<file path="src/rtl/prga_arb_wrr.sv">
// -----------------------------------------------------------------------------
// prga_arb_wrr
//   Weighted round-robin arbiter with grant locking. One of NUM_CANDIDATES
//   requesters holds the grant for up to WEIGHT[i] acknowledged beats. A
//   per-candidate lock input keeps the grant past its quota. The grant then
//   rotates fairly to the next requester after the previous grantee. Every
//   state update is qualified by ce.
//
// Ports
//   clk           clock
//   rst_n         asynchronous active-low reset
//   ce            clock enable; no state changes while low (ack ignored)
//   req           level request per candidate
//   lock          lock[grant_idx]=1 holds the grant once its credit is spent
//   weights       per-candidate quota, field i = weights[i*WEIGHT_WIDTH +: WEIGHT_WIDTH]
//                 (a zero weight behaves as a weight of one)
//   ack           the grantee consumed one beat this cycle
//   grant_valid   grant_idx / grant_onehot are valid (registered)
//   grant_idx     current grantee (registered)
//   grant_onehot  one-hot of grant_idx, all zero while !grant_valid (registered)
//   next_idx      combinational: the candidate an arbitration from ptr picks now
// -----------------------------------------------------------------------------
module prga_arb_wrr #(
  parameter int INDEX_WIDTH    = 3,
  parameter int NUM_CANDIDATES = 5,
  parameter int WEIGHT_WIDTH   = 4
) (
  input  logic                                     clk,
  input  logic                                     rst_n,
  input  logic                                     ce,
  input  logic [NUM_CANDIDATES-1:0]                req,
  input  logic [NUM_CANDIDATES-1:0]                lock,
  input  logic [NUM_CANDIDATES*WEIGHT_WIDTH-1:0]   weights,
  input  logic                                     ack,
  output logic                                     grant_valid,
  output logic [INDEX_WIDTH-1:0]                   grant_idx,
  output logic [NUM_CANDIDATES-1:0]                grant_onehot,
  output logic [INDEX_WIDTH-1:0]                   next_idx
);

  localparam int N  = NUM_CANDIDATES;
  localparam int IW = INDEX_WIDTH;
  localparam int WW = WEIGHT_WIDTH;

  localparam logic [IW-1:0] LAST_IDX = IW'(N - 1);

  typedef enum logic {
    IDLE  = 1'b0,
    GRANT = 1'b1
  } state_t;

  // ---------------------------------------------------------------------------
  // State
  // ---------------------------------------------------------------------------
  state_t          state_reg;
  logic [IW-1:0]   ptr_reg;
  logic [WW-1:0]   credit_reg;
  logic            grant_valid_reg;
  logic [IW-1:0]   grant_idx_reg;
  logic [N-1:0]    grant_onehot_reg;

  // ---------------------------------------------------------------------------
  // Round-robin search: first requester at or above start, wrapping to 0.
  // Returns {found, index}; index falls back to start when nothing requests.
  // Two passes over constant indices: the "upper" pass only accepts
  // candidates >= start, the "lower" pass accepts anything. Iterating from
  // the top down leaves the lowest matching index in each result.
  // ---------------------------------------------------------------------------
  function automatic logic [IW:0] rr_pick(input logic [N-1:0] r,
                                          input logic [IW-1:0] start);
    logic          found_hi;
    logic          found_lo;
    logic [IW-1:0] pick_hi;
    logic [IW-1:0] pick_lo;
    found_hi = 1'b0;
    found_lo = 1'b0;
    pick_hi  = start;
    pick_lo  = start;
    for (int i = N - 1; i >= 0; i--) begin
      if (r[i]) begin
        if (IW'(i) >= start) begin
          found_hi = 1'b1;
          pick_hi  = IW'(i);
        end
        found_lo = 1'b1;
        pick_lo  = IW'(i);
      end
    end
    return {found_lo, (found_hi ? pick_hi : pick_lo)};
  endfunction

  function automatic logic [N-1:0] to_onehot(input logic [IW-1:0] idx);
    logic [N-1:0] v;
    v = '0;
    for (int i = 0; i < N; i++) begin
      if (IW'(i) == idx) begin
        v[i] = 1'b1;
      end
    end
    return v;
  endfunction

  // ---------------------------------------------------------------------------
  // Effective weights: zero is promoted to one so every grant lasts at least
  // one acknowledged beat.
  // ---------------------------------------------------------------------------
  logic [WW-1:0] eff_weight [N];

  for (genvar gi = 0; gi < N; gi++) begin : g_weight
    logic [WW-1:0] raw_weight;
    assign raw_weight     = weights[gi*WW +: WW];
    assign eff_weight[gi] = (raw_weight == '0) ? WW'(1) : raw_weight;
  end

  // ---------------------------------------------------------------------------
  // Candidate selection from the current pointer (IDLE grants and next_idx)
  // ---------------------------------------------------------------------------
  logic [IW:0]   idle_pick;
  logic [IW-1:0] idle_idx;
  logic [WW-1:0] idle_weight;

  assign idle_pick = rr_pick(req, ptr_reg);
  assign idle_idx  = idle_pick[IW-1:0];
  assign next_idx  = idle_idx;

  // ---------------------------------------------------------------------------
  // Candidate selection for a re-arbitration out of GRANT. The pointer moves
  // to the slot after the current grantee, so the grantee itself is searched
  // last. On a withdraw req[g] is already low, so the same search excludes it
  // without an explicit mask.
  // ---------------------------------------------------------------------------
  logic [IW-1:0] rearb_ptr;
  logic [IW:0]   rearb_pick;
  logic          rearb_found;
  logic [IW-1:0] rearb_idx;
  logic [WW-1:0] rearb_weight;

  assign rearb_ptr   = (grant_idx_reg == LAST_IDX) ? '0 : grant_idx_reg + 1'b1;
  assign rearb_pick  = rr_pick(req, rearb_ptr);
  assign rearb_found = rearb_pick[IW];
  assign rearb_idx   = rearb_pick[IW-1:0];

  // Weight lookup by mux rather than array index keeps the select width
  // independent of INDEX_WIDTH vs. NUM_CANDIDATES.
  always_comb begin
    idle_weight  = WW'(1);
    rearb_weight = WW'(1);
    for (int i = 0; i < N; i++) begin
      if (IW'(i) == idle_idx) begin
        idle_weight = eff_weight[i];
      end
      if (IW'(i) == rearb_idx) begin
        rearb_weight = eff_weight[i];
      end
    end
  end

  // ---------------------------------------------------------------------------
  // Grantee-qualified request / lock, taken through the registered one-hot
  // so non-grantee lock bits are ignored by construction.
  // ---------------------------------------------------------------------------
  logic req_g;
  logic lock_g;
  logic credit_last;
  logic burst_end;

  assign req_g       = |(req & grant_onehot_reg);
  assign lock_g      = |(lock & grant_onehot_reg);
  assign credit_last = (credit_reg <= WW'(1));
  // Withdraw has priority over everything; otherwise only an ack on the last
  // credit without lock ends the burst.
  assign burst_end   = !req_g || (ack && credit_last && !lock_g);

  // ---------------------------------------------------------------------------
  // FSM and registered outputs
  // ---------------------------------------------------------------------------
  always_ff @(posedge clk or negedge rst_n) begin
    if (!rst_n) begin
      state_reg        <= IDLE;
      ptr_reg          <= '0;
      credit_reg       <= '0;
      grant_valid_reg  <= 1'b0;
      grant_idx_reg    <= '0;
      grant_onehot_reg <= '0;
    end else if (ce) begin
      if (state_reg == IDLE) begin
        if (|req) begin
          state_reg        <= GRANT;
          grant_valid_reg  <= 1'b1;
          grant_idx_reg    <= idle_idx;
          grant_onehot_reg <= to_onehot(idle_idx);
          credit_reg       <= idle_weight;
        end
      end else begin
        if (burst_end) begin
          ptr_reg <= rearb_ptr;
          if (rearb_found) begin
            // Back-to-back handover: grant_valid stays high.
            grant_idx_reg    <= rearb_idx;
            grant_onehot_reg <= to_onehot(rearb_idx);
            credit_reg       <= rearb_weight;
          end else begin
            state_reg        <= IDLE;
            grant_valid_reg  <= 1'b0;
            grant_onehot_reg <= '0;
          end
        end else if (ack && !credit_last) begin
          credit_reg <= credit_reg - 1'b1;
        end
        // ack with lock on the last credit, or no ack: hold everything.
      end
    end
  end

  assign grant_valid  = grant_valid_reg;
  assign grant_idx    = grant_idx_reg;
  assign grant_onehot = grant_onehot_reg;

endmodule
</file>
<file path="config.mk">
export PLATFORM = sky130hd
export DESIGN_NAME = prga_arb_wrr
export DESIGN_NICKNAME = d
export VERILOG_FILES = /design/src/rtl/prga_arb_wrr.sv
export SDC_FILE = /design/constraint.sdc
export NUM_CORES = 1
export LEC_CHECK = 0
export ABC_CLOCK_PERIOD_IN_PS = 4660
export BUFFER_PORTS_ARGS = -buffer_cell sky130_fd_sc_hd__buf_4
export CAP_MARGIN = 20
export CORE_MARGIN = 4
export CORE_UTILIZATION = 30
export CTS_CLUSTER_SIZE = 40
export DETAILED_ROUTE_END_ITERATION = 8
export GPL_ROUTABILITY_DRIVEN = 0
export RECOVER_POWER = 25
export SLEW_MARGIN = 20
export SYNTH_ARGS = -nofsm -noshare
export SYNTH_HDL_FRONTEND = slang
export SYNTH_SLANG_ARGS = --single-unit
</file>
<file path="constraint.sdc">
create_clock -name clk -period 4.66 [get_ports clk]
set_clock_uncertainty 0.15 [all_clocks]
set_input_delay 1.398 -clock clk [delete_from_list [all_inputs] [get_ports clk]]
set_output_delay 1.398 -clock clk [all_outputs]
set_load 0.01 [all_outputs]
</file>
## Yosys cells after proc, flatten, opt, wreduce, memory -nomap -nowiden

Index checks and enable logic that the tools add are counted.

| storage, ports and cells | value |
|---|---|
| register bits | 17 |
| output and inout bits | 12 |

| cells by class | value |
|---|---|
| order comparisons | 11 |
| equal/unequal tests | 14 |
| reduce and logical (&&, ||, !) cells | 23 |
| bitwise gates (word level) | 2 |
| add/sub/neg operators | 2 |
| muxes and demuxes | 104 |

Operators by type and width:

| operator | number |
|---|---|
| 3-bit two-way mux | 37 |
| 4-bit two-way mux | 20 |
| 1-bit two-way mux | 43 |
| 4-bit zero test | 5 |
| 5-bit two-way mux | 4 |
| 5-bit OR reduction | 3 |
| 2-bit by 3-bit == test with 1-bit output, first input constant | 4 |
| 1-bit by 3-bit greater-or-equal comparator with 1-bit output, first input constant | 4 |
| 2-bit by 3-bit greater-or-equal comparator with 1-bit output, first input constant | 4 |
| 4-bit AND reduction | 3 |
| 5-bit bitwise AND | 2 |
| 1-bit by 3-bit == test with 1-bit output, first input constant | 2 |
| 3-bit == test, first input constant | 2 |
| 3-bit greater-or-equal comparator, first input constant | 2 |
| 3-bit zero test | 2 |
| 3-bit AND reduction | 2 |
| 4-bit by 1-bit less-or-equal comparator with 1-bit output, second input constant | 1 |
| 2-bit by 1-bit != test with 1-bit output, second input constant | 2 |
| 4-bit by 1-bit subtractor with 4-bit output, second input constant | 1 |
| 3-bit by 1-bit adder with 3-bit output, second input constant | 1 |
| 3-bit == test, second input constant | 1 |
| 1-bit logical AND | 3 |
| 1-bit zero test | 3 |
| 3-bit by 1-bit != test with 1-bit output, second input constant | 1 |
| other kinds (4) | 4 |

## Depth between registers and ports, before layout

| logic depth | value |
|---|---|
| depth in word-level cells | 23 |
| mapped depth | 12 |
| depth with buffers taken out | 10 |

## Least setup slack after synthesis

OpenSTA, ideal clock, no wires.

| path | value |
|---|---|
| path type | input port to output port |
| start | input req[3] |
| end | output next_idx[0] |
| slack | 0.350 ns |
| stages on the path | 7 |
| path buffers | 2 |
| required time | 3.112 ns |
| arrival time | 2.762 ns |
| cells stage by stage | buf_6 and3b_1 o31ai_1 a21oi_1 a211oi_2 buf_4 inv_2 |

| between the ends | value |
|---|---|
| word-level cells in the longest chain between the ends | 8 |
| elaborated cells between the ends (all ways) | 19 |

RTL lines:

| element | line | text |
|---|---|---|
| start, declared | 31 | `input logic [NUM_CANDIDATES-1:0] req,` |
| 3-bit two-way mux or 1-bit two-way mux (tied branches) | 80 | `if (r[i]) begin` |
| 3-bit two-way mux or 1-bit two-way mux (tied branches) | 81 | `if (IW'(i) >= start) begin` |
| 3-bit two-way mux or 1-bit two-way mux (tied branches) | 80 |  |
| 3-bit two-way mux or 1-bit two-way mux (tied branches) | 81 |  |
| 3-bit two-way mux or 1-bit two-way mux (tied branches) | 80 |  |
| 3-bit two-way mux or 1-bit two-way mux (tied branches) | 81 |  |
| 3-bit two-way mux or 1-bit two-way mux (tied branches) | 80 |  |
| 3-bit two-way mux * | 89 | `return {found_lo, (found_hi ? pick_hi : pick_lo)};` |
| end, declared | 38 | `output logic [INDEX_WIDTH-1:0] next_idx` |

Every way passes the cells marked *; elsewhere a longest branch is shown, timed or not.

## Worst setup path after layout

| path | value |
|---|---|
| start | input req[3] |
| end | output next_idx[2] |

Same word-level chain as after synthesis.

==> results.tsv <==
stage	metric	value	unit
synth	synth_edf_count	0	
placement	numPortBuffers	45	
synth	yosysMostFrequentCell	nor2_1	
floorplanning	design.core.area	0.00603	mm²
synth	synth-seq-area-share	0.225	
timing	fin_tns_setup	0	ns
clock_tree	cts.path.max_buffers	2	
synth	synthMuxAreaShare	0.0911	
clock_tree	cts.clk_slew.worst_paths	0.07	ns
critical_path	crit_type	in2out	
floorplanning	die_area	0.00765	mm²
detailed_routing	drt_iter0_markers	134	
synth	synth_common_cells	20 x nor2_1, 19 x nand2_1, 17 x dfrtp_1, 10 x inv_1, 10 x nor3_1	
critical_path	critPathMaxStageDelay	0.57	ns
outcome	status	completed	
synth	synth.avg_cell_area	8.06	µm²
synth	synth_ff_type	dfrtp_1	
grt	grt_max_degree	18	
grt	antenna_found_initial	0	
grt	grt_pass1_vias	1966	
final_layout	stdcell_count	355	
synth	synth.yosys.warnings	0	
critical_path	slowest_stage	or4_4	
timing	rsz0062_at_grt	false	
clock_tree	cts_setup_buffers	0	
min_path	min_path_type	reg2reg	
critical_path	endpoint_kind	output port	
synth	ys_top_cells_by_area	dfrtp_1 22%, mux2i_1 4.8%, nor2_1 4.0%	
power	power.density	665	mW/mm²
final_layout	final_net_count	320	
critical_path	worstPathCellList	buf_4 > or4_4 > a21boi_0 > or3_1 > inv_2 > buf_4	
detailed_routing	drt_first_pass_iters	4	
timing	setup_violations	0	
clock_tree	root_buffer	clkbuf_8	
clock_tree	cts_buffers	3	
detailed_routing	vias	2078	
placement	place_inst	351	
timing	fmaxAchievable	228	MHz
synth	yosys.area_share.xor_xnor	0.0139	
critical_path	path_common_cell	buf_4	
floorplanning	die_y	87.5	µm
synth	synth_seq_cells	17	
synth	yosys.area.top_type	dfrtp_1	
timing	worst_slack	0.265	ns
final_layout	antenna_cells	0	
floorplanning	die_w	87.5	µm
synth	synthCells	235	
timing	fin_crit	4.40	ns
grt	overflow	0	
detailed_routing	vias_per_cell	5.85	
timing	slew_viol_final	0	
floorplanning	ioPinCount	46	
clock_tree	cts_resized	0	
detailed_routing	drc	0	
critical_path	start_kind	input pin	
job	max_cap_viol_count	0	
clock_tree	h-tree-depth	1	
final_layout	largest_register_ffs	5	
power	leakage	0.00104	µW
clock_tree	cts_tree	done	
clock_tree	cts_sinks	17	
critical_path	crit_arrival	2.85	ns
power	peakVddDrop	0.245	mV
synth	synth_area	0.00189	mm²
synth	syn_nets	274	
grt	grt_usage	0.164	
synth	yosys.area_share.simple	0.236	
synth	synth_top_family_by_area	compound AO/OA/AOI/OAI gates	
grt	grt_pass1_wl	9.91	mm
detailed_routing	drtAntennaViolNets	0	
synth	yosysTopAreaCellShare	0.225	
floorplanning	start_util	0.314	
timing	slew_headroom	0.356	
synth	synth_async_sr_flop_share	1.00	
synth	synthDistinctLibCells	65	
clock_tree	cts_hold_buffers	0	
critical_path	critical_path_required	3.11	ns
detailed_routing	wl	6.21	mm
timing	period_share	0.943	
timing	tightest_slew	0.965	ns
placement	place_ws	0.259	ns
placement	hpwl	4.95	mm
clock_tree	clock_latency	0.25	ns
synth	synth_compound_area_frac	0.344	
final_layout	syn_to_final_growth	24.3	%
floorplanning	std_cell_rows	28	
detailed_routing	wire_per_inst	17.5	µm
timing	holdWs	0.374	ns
timing	hold_viol	0	
synth	synthAdderAreaFrac	0.0330	
critical_path	path_max_fanout	10	
final_layout	drive_above_1_share	0.264	
[power breakdown]
| part | internal, µW | total (µW) | switching, µW |
|---|---|---|---|
| Clock | 59.4 | 110 | 50.7 |
| Combinational | 509 | 1130 | 621 |
| Sequential | 217 | 327 | 109 |
| Total | 785 | 1570 | 781 |
[kinds of logic (layout without fill, tap and decap cells)]
family	after synthesis	after routing
xor+xnor	3	3
mux	16	16
flops	17	17
simple gates	87	87
buf+inv	23	68
fa+ha+maj	5	5
compound gates	84	84
[metrics by stage]
stage	power [µW]	cell area [µm²]	util
final	1570	2350	0.391
after global routing	1690	2350	0.391
after CTS	1560	2360	0.391
after detailed placement	1440	2310	0.384
after global placement	1440	2310	0.384
after floorplan	1080	1890	-
[layout make-up]
| cell class | instances | area (µm²) |
|---|---|---|
| multi-input combinational | 195 | 1360 |
| timing repair buffer | 51 | 379 |
| tap | 75 | 93.8 |
| sequential | 17 | 425 |
| clock inverter | 1 | 5.00 |
| fill | 644 | 3670 |
| inverter | 13 | 48.8 |
| clock buffer | 3 | 41.3 |
[worst max-delay path: cells and delay by family]
| family | cells | cell delay [ns] |
|---|---|---|
| AND/OR/NAND/NOR | 2 | 0.97 |
| AO/OA/AOI/OAI | 1 | 0.14 |
| buffers and inverters | 3 | 0.34 |
[per-layer routing]
| metal | routed length [µm] | share of wire | GRT usage | vias up |
|---|---|---|---|---|
| met2 | 3030 | 0.49 | 0.273 | 79 |
| met1 | 2600 | 0.42 | 0.217 | 999 |
| met4 | 122 | 0.020 | 0.0460 | 0 |
| met3 | 455 | 0.073 | 0.0303 | 13 |
| met5 | 0 | 0 | 0 | - |
| li1 | - | - | - | 987 |
[cell usage in the layout (no fill, tap or decap), types with 2 or more instances in the layout]
| cell type | synthesis | layout |
|---|---|---|
| nor2b_1 | 5 | 5 |
| dfrtp_1 | 17 | 17 |
| inv_2 | 2 | 2 |
| mux2i_1 | 9 | 9 |
| a211oi_1 | 2 | 2 |
| nand2_1 | 19 | 19 |
| o31a_1 | 2 | 2 |
| a21oi_1 | 9 | 9 |
| a22oi_1 | 3 | 3 |
| o211ai_1 | 5 | 5 |
| ha_1 | 5 | 5 |
| or2_1 | 3 | 3 |
| o21a_1 | 6 | 6 |
| and3_1 | 2 | 2 |
| a2bb2oi_1 | 2 | 2 |
| a221oi_1 | 5 | 5 |
| buf_4 | 1 | 50 |
| a21boi_0 | 2 | 2 |
| o21ai_1 | 4 | 4 |
| nor3b_1 | 3 | 3 |
| a31oi_1 | 6 | 6 |
| nand3_1 | 6 | 6 |
| o31ai_1 | 3 | 3 |
| a31o_2 | 2 | 2 |
| xor2_1 | 2 | 2 |
| inv_1 | 10 | 10 |
| a221o_1 | 2 | 2 |
| o221ai_1 | 7 | 7 |
| nor3_1 | 10 | 10 |
| o21ai_0 | 8 | 8 |
| nand2b_1 | 9 | 9 |
| nor2_1 | 20 | 20 |
| mux2_2 | 6 | 6 |
| clkbuf_8 | 0 | 3 |
[final timing paths]
check | start | end | slack (ns) | cells past startpoint
worst min register to register | grant_valid | grant_valid | 0.37 | 2
min in group asynchronous | rst_n | ptr_reg[2] | 1.12 | 1
worst max-delay path | req[3] | next_idx[2] | 0.26 | 6
max in group asynchronous | rst_n | credit_reg[3] | 2.65 | 1
worst min-delay path | grant_valid | grant_valid | 0.37 | 2
worst max register to register | grant_idx[0] | credit_reg[1] | 1.36 | 10
Note: power is estimated with default switching activity, not from simulation.
